$ cat config.mk
export PLATFORM = sky130hd
export DESIGN_NAME = adc_spi_sender
export DESIGN_NICKNAME = d
export VERILOG_FILES = /design/src/rtl/spi_pkg.sv /design/src/rtl/spi_clk_gen.sv /design/src/rtl/adc_spi_sender.sv
export SDC_FILE = /design/constraint.sdc
export NUM_CORES = 1
export LEC_CHECK = 0
export BUFFER_PORTS_ARGS = -buffer_cell sky130_fd_sc_hd__buf_2
export CORE_ASPECT_RATIO = 0.7
export CORE_MARGIN = 3
export CORE_UTILIZATION = 40
export DETAILED_ROUTE_END_ITERATION = 6
export GPL_ROUTABILITY_DRIVEN = 0
export PLACE_DENSITY = 0.59
export SLEW_MARGIN = 20
export SYNTH_ARGS = -nofsm -noshare
export SYNTH_HDL_FRONTEND = slang
export SYNTH_SLANG_ARGS = --single-unit
$ cat constraint.sdc
create_clock -name clock -period 2.5 [get_ports clock]
set_input_delay 0.25 -clock clock [delete_from_list [all_inputs] [get_ports clock]]
set_output_delay 0.25 -clock clock [all_outputs]
set_load 0.01 [all_outputs]
$ cat src/rtl/spi_pkg.sv
// Shared SPI definitions: frame state encoding and default frame timing.
// Used by both the DAC and ADC SPI blocks.
package spi_pkg;

  typedef enum logic [1:0] {
    IDLE  = 2'b00,
    SETUP = 2'b01,
    SHIFT = 2'b10,
    GAP   = 2'b11
  } spi_state_e;

  localparam int DEF_WORD_BITS  = 16;
  localparam int DEF_CLK_HALF   = 4;
  localparam int DEF_GAP_CYCLES = 8;

  function automatic int max_int(input int a, input int b);
    return (a > b) ? a : b;
  endfunction

endpackage

$ cat src/rtl/spi_clk_gen.sv
// SPI half-period timer: while enabled, it strobes the end of each clock half.
// fall_o ends a high half and rise_o ends a low half. Both outputs are combinational.
module spi_clk_gen
  import spi_pkg::*;
#(
  parameter int CLK_HALF = DEF_CLK_HALF
) (
  input  logic clk_i,
  input  logic rst_i,
  input  logic en_i,
  output logic rise_o,
  output logic fall_o
);

  localparam int HW = (CLK_HALF > 1) ? $clog2(CLK_HALF) : 1;

  logic [HW-1:0] half_cnt_q, half_cnt_d;
  logic          phase_q, phase_d;
  logic          half_end;

  // The phase bit starts at 0 (high half) whenever the generator is re-enabled.
  always_comb begin
    half_end   = en_i && (half_cnt_q == HW'(CLK_HALF - 1));
    half_cnt_d = '0;
    phase_d    = 1'b0;
    if (en_i) begin
      if (half_end) begin
        half_cnt_d = '0;
        phase_d    = ~phase_q;
      end else begin
        half_cnt_d = half_cnt_q + 1'b1;
        phase_d    = phase_q;
      end
    end
    fall_o = half_end && !phase_q;
    rise_o = half_end && phase_q;
  end

  always_ff @(posedge clk_i or posedge rst_i) begin
    if (rst_i) begin
      half_cnt_q <= '0;
      phase_q    <= 1'b0;
    end else begin
      half_cnt_q <= half_cnt_d;
      phase_q    <= phase_d;
    end
  end

endmodule

$ cat src/rtl/adc_spi_sender.sv
// SPI mode-0 frame sender: IDLE -> SETUP -> SHIFT -> GAP. Data is sent MSB first and all outputs are registered.
// Define SPI_CS_EN to add the active-low frame select output spi_cs_out.
module adc_spi_sender
  import spi_pkg::*;
#(
  parameter int WORD_BITS  = DEF_WORD_BITS,
  parameter int CLK_HALF   = DEF_CLK_HALF,
  parameter int GAP_CYCLES = DEF_GAP_CYCLES
) (
  input  logic                 clock,
  input  logic                 reset,
  input  logic [WORD_BITS-1:0] data_in,
  input  logic                 send,
  output logic                 busy,
  output logic                 done,
  output logic                 spi_clock_out,
`ifdef SPI_CS_EN
  output logic                 spi_data_out,
  output logic                 spi_cs_out
`else
  output logic                 spi_data_out
`endif
);

  localparam int BW = $clog2(WORD_BITS + 1);
  localparam int CW = $clog2(max_int(CLK_HALF, GAP_CYCLES) + 1);

  spi_state_e           state_q, state_d;
  logic [WORD_BITS-1:0] shreg_q, shreg_d;
  logic [BW-1:0]        bit_cnt_q, bit_cnt_d;
  logic [CW-1:0]        cyc_cnt_q, cyc_cnt_d;
  logic                 sclk_q, sclk_d;
  logic                 sdo_q, sdo_d;
  logic                 busy_q, busy_d;
  logic                 done_q, done_d;
  logic [1:0]           rst_sync_q;
  logic                 ready;
  logic                 clk_rise, clk_fall;
`ifdef SPI_CS_EN
  logic                 cs_q, cs_d;
`endif

  // Reset release goes through two flops, so send is ignored for two cycles after reset drops.
  always_ff @(posedge clock or posedge reset) begin
    if (reset) begin
      rst_sync_q <= 2'b00;
    end else begin
      rst_sync_q <= {rst_sync_q[0], 1'b1};
    end
  end

  assign ready = rst_sync_q[1];

  spi_clk_gen #(
    .CLK_HALF(CLK_HALF)
  ) u_clk_gen (
    .clk_i (clock),
    .rst_i (reset),
    .en_i  (state_q == SHIFT),
    .rise_o(clk_rise),
    .fall_o(clk_fall)
  );

  // The first rising edge is issued on SETUP exit. Later rising edges are issued by the low-half strobes.
  always_comb begin
    state_d   = state_q;
    shreg_d   = shreg_q;
    bit_cnt_d = bit_cnt_q;
    cyc_cnt_d = cyc_cnt_q;
    sclk_d    = sclk_q;
    sdo_d     = sdo_q;
    busy_d    = busy_q;
    done_d    = 1'b0;
`ifdef SPI_CS_EN
    cs_d      = cs_q;
`endif
    unique case (state_q)
      IDLE: begin
        if (send && ready) begin
          state_d   = SETUP;
          shreg_d   = data_in;
          sdo_d     = data_in[WORD_BITS-1];
          busy_d    = 1'b1;
          bit_cnt_d = '0;
          cyc_cnt_d = '0;
`ifdef SPI_CS_EN
          cs_d      = 1'b0;
`endif
        end
      end
      SETUP: begin
        if (cyc_cnt_q == CW'(CLK_HALF - 1)) begin
          state_d   = SHIFT;
          sclk_d    = 1'b1;
          bit_cnt_d = BW'(1);
          cyc_cnt_d = '0;
        end else begin
          cyc_cnt_d = cyc_cnt_q + 1'b1;
        end
      end
      SHIFT: begin
        if (clk_fall) begin
          sclk_d  = 1'b0;
          shreg_d = {shreg_q[WORD_BITS-2:0], 1'b0};
          sdo_d   = shreg_q[WORD_BITS-2];
        end else if (clk_rise) begin
          if (bit_cnt_q == BW'(WORD_BITS)) begin
            state_d   = GAP;
            sdo_d     = 1'b0;
            cyc_cnt_d = '0;
          end else begin
            sclk_d    = 1'b1;
            bit_cnt_d = bit_cnt_q + 1'b1;
          end
        end
`ifdef SPI_CS_EN
        if (bit_cnt_q == BW'(WORD_BITS) && !sclk_q) begin
          cs_d = 1'b1;
        end
`endif
      end
      GAP: begin
        if (cyc_cnt_q == CW'(GAP_CYCLES - 1)) begin
          state_d   = IDLE;
          done_d    = 1'b1;
          busy_d    = 1'b0;
          cyc_cnt_d = '0;
          bit_cnt_d = '0;
        end else begin
          cyc_cnt_d = cyc_cnt_q + 1'b1;
        end
      end
      default: state_d = IDLE;
    endcase
  end

  always_ff @(posedge clock or posedge reset) begin
    if (reset) begin
      state_q   <= IDLE;
      shreg_q   <= '0;
      bit_cnt_q <= '0;
      cyc_cnt_q <= '0;
      sclk_q    <= 1'b0;
      sdo_q     <= 1'b0;
      busy_q    <= 1'b0;
      done_q    <= 1'b0;
`ifdef SPI_CS_EN
      cs_q      <= 1'b1;
`endif
    end else begin
      state_q   <= state_d;
      shreg_q   <= shreg_d;
      bit_cnt_q <= bit_cnt_d;
      cyc_cnt_q <= cyc_cnt_d;
      sclk_q    <= sclk_d;
      sdo_q     <= sdo_d;
      busy_q    <= busy_d;
      done_q    <= done_d;
`ifdef SPI_CS_EN
      cs_q      <= cs_d;
`endif
    end
  end

  assign busy          = busy_q;
  assign done          = done_q;
  assign spi_clock_out = sclk_q;
  assign spi_data_out  = sdo_q;
`ifdef SPI_CS_EN
  assign spi_cs_out    = cs_q;
`endif

endmodule

==> results.ini <==
[die]
rows=20
die-area_mm2=0.005631
start_util=0.4270
core_mm2=0.004454
die_y_um=63.69
die_x_um=88.42
ios=23

[detailed_routing]
drc=0
viasPerCell=5.376
vias=1430
wl_per_cell_um=14.82
drt_iter0_drc=69
routed_wl_mm=3.943
ant_nets=0
dr.pass1.iters=5

[placed_design]
dp_slack_ns=0.5616
dp_cells=258
dp_hpwl_mm=2.801
port_buffers=22

[critical_path]
crit_path_end_kind=register
critPathMaxFanout=10
critPathArrivalTime_ns=2.17
path_class=reg -> reg
crit_start=state_q[1]
cp.required_ns=2.71
crit_end=bit_cnt_q[3]
ff2ff_path_depth=6
r2r_setup_slack_ns=0.54
r2r_end=bit_cnt_q[3]
reg2reg_from=state_q[1]
critPathLaunchType=register

[logic_synthesis]
avgSynthCellArea_um2=10.17
syn_area_mm2=0.001902
synth-seq-cells=35
synthCells=187
synth_top_area_frac=0.4605
ys.warnings.count=0
synth.area.top_cells=dfrtp_1, mux2i_1, ha_1, a21oi_1, nor2_1
synth_cell_types=53
syn_nets=215
synth_top_area_cell=dfrtp_1
ys.flop_type=dfrtp_1
synth-edff-count=0
async_flop_share=1.000
ys_seq_area_frac=0.4605

[layout]
mostFrequentLayoutCell=dfrtp_1
most-common-layout-cells=dfrtp_1, buf_2, a21oi_1, nor2_1, mux2i_1
final_nets=238
drive_gt1_frac=0.1943
antenna_cells=0
instances_no_fill=266
area_growth_syn_to_layout_pct=13.62

[timing]
worst_slack_ns=0.5401
period_minus_slack_ns=1.960
hold_viol_final=0
fin_tns_setup_ns=0
fmax_mhz=510.2
setup_viol=0
finClkSkew_ns=0.004286
period_share=0.7839
rsz0062_at_grt=no
slew_viol_final=0

[pwr]
p_per_area_mw_per_mm2=1182
ir_drop_v=0.0004781
p_leak_nw=0.9547

[global_routing]
met3_usage=0.03791
busiest_layer=met2
use_met2=0.2304
antenna_found_initial=0
grt_first_pass_wirelength_mm=6.520
grt_max_degree=36
overflow=0
grt_use_met1=0.2122
first_global_vias=1372
gr-usage-all-layers=0.1523

[min_path]
hp-class=in -> async

[clock_network]
cts_inserted_buffers=5
cts.clk_slew.worst_paths_ns=0.07
cts-root-buf=clkbuf_8
cts_tree=done
cts_buffer_depth=2
post_cts_resize_count=0
clock_sinks=35
cts_setup_buffers=0
clk_latency_ns=0.29
htreeDepth=2
holdBufCountCts=0

[outcome]
status=finished, final reports clean

[run]
maxCapViolCount=0

-- worst max-delay path: stages, from the launching register on --
cell and delay [ns]:
dfrtp_1 0.39, inv_1 0.10, ha_1 0.27, nor2_2 0.26, o211ai_4 0.18, or4_1 0.54
mux2i_1 0.14
-- cells by family after synthesis --
kind of cell	after synthesis	share of synthesized area
buf+inv	20	0.04802
flops	35	0.4605
other cells	1	0.001972
compound gates	51	0.1803
xor+xnor	1	0.004606
mux	19	0.1072
simple gates	51	0.1382
fa+ha+maj	9	0.05921
-- sequential cells by signal (all words and copies together), names as in the netlist --
| name | flops |
|---|---|
| busy | 1 |
| spi_data_out | 1 |
| rst_sync_q | 2 |
| bit_cnt_q | 5 |
| state_q | 2 |
| shreg_q | 15 |
| u_clk_gen.phase_q | 1 |
| u_clk_gen.half_cnt_q | 2 |
| spi_clock_out | 1 |
| done | 1 |
| cyc_cnt_q | 4 |
-- per-layer routing --
metal	up-vias	wire (um)
li1	714	-
met1	684	1915
met2	25	1812
met3	7	166
met4	0	48
met5	-	0
-- report_power, final --
group	switching (mW)	internal, mW
Clock	0.204	0.252
Combinational	0.708	0.507
Sequential	0.120	0.763
Total	1.03	1.52
-- layout make-up --
class	count	area [um2]
tap	55	68.82
inverter	10	37.54
sequential	35	875.8
timing repair buffer	26	140.1
fill	433	2293
clock buffer	8	100.1
multi-input combinational	132	938.4
-- synthesized netlist by cell type (2+ instances only) --
cell       n
dfrtp_1   35
a21oi_1   20
nor2_1    19
mux2i_1   17
ha_1       9
inv_1      9
o21ai_0    9
nand3_1    8
nand2_1    7
buf_2      4
clkbuf_1   3
nand2b_1   3
a21bo_2    2
nor3_1     2
o31ai_1    2
-- how the worst min path moves through the flow --
stage / slack (ns) / from / end
final: 0.04 / reset / done
after global routing: 0.13 / reset / shreg_q[7]
after CTS: 0.07 / reset / shreg_q[13]
after detailed placement: 0.35 / rst_sync_q[0] / rst_sync_q[1]
after global placement: 0.34 / rst_sync_q[0] / rst_sync_q[1]
after floorplan: 0.33 / rst_sync_q[0] / rst_sync_q[1]
-- stage by stage --
step | hold WS, ns | instance area [um2] | util | power, mW
finish | 0.04452 | 2161 | 0.4851 | 2.553
global route | 0.1288 | 2161 | 0.4851 | 2.777
CTS | 0.07194 | 2161 | 0.4851 | 2.586
detailed placement | 0.3524 | 2061 | 0.4626 | 2.111
global placement | 0.3401 | 2061 | 0.4626 | 2.045
floorplan | 0.3312 | 1902 | - | 1.844
Note: power is estimated with default switching activity, not from simulation.
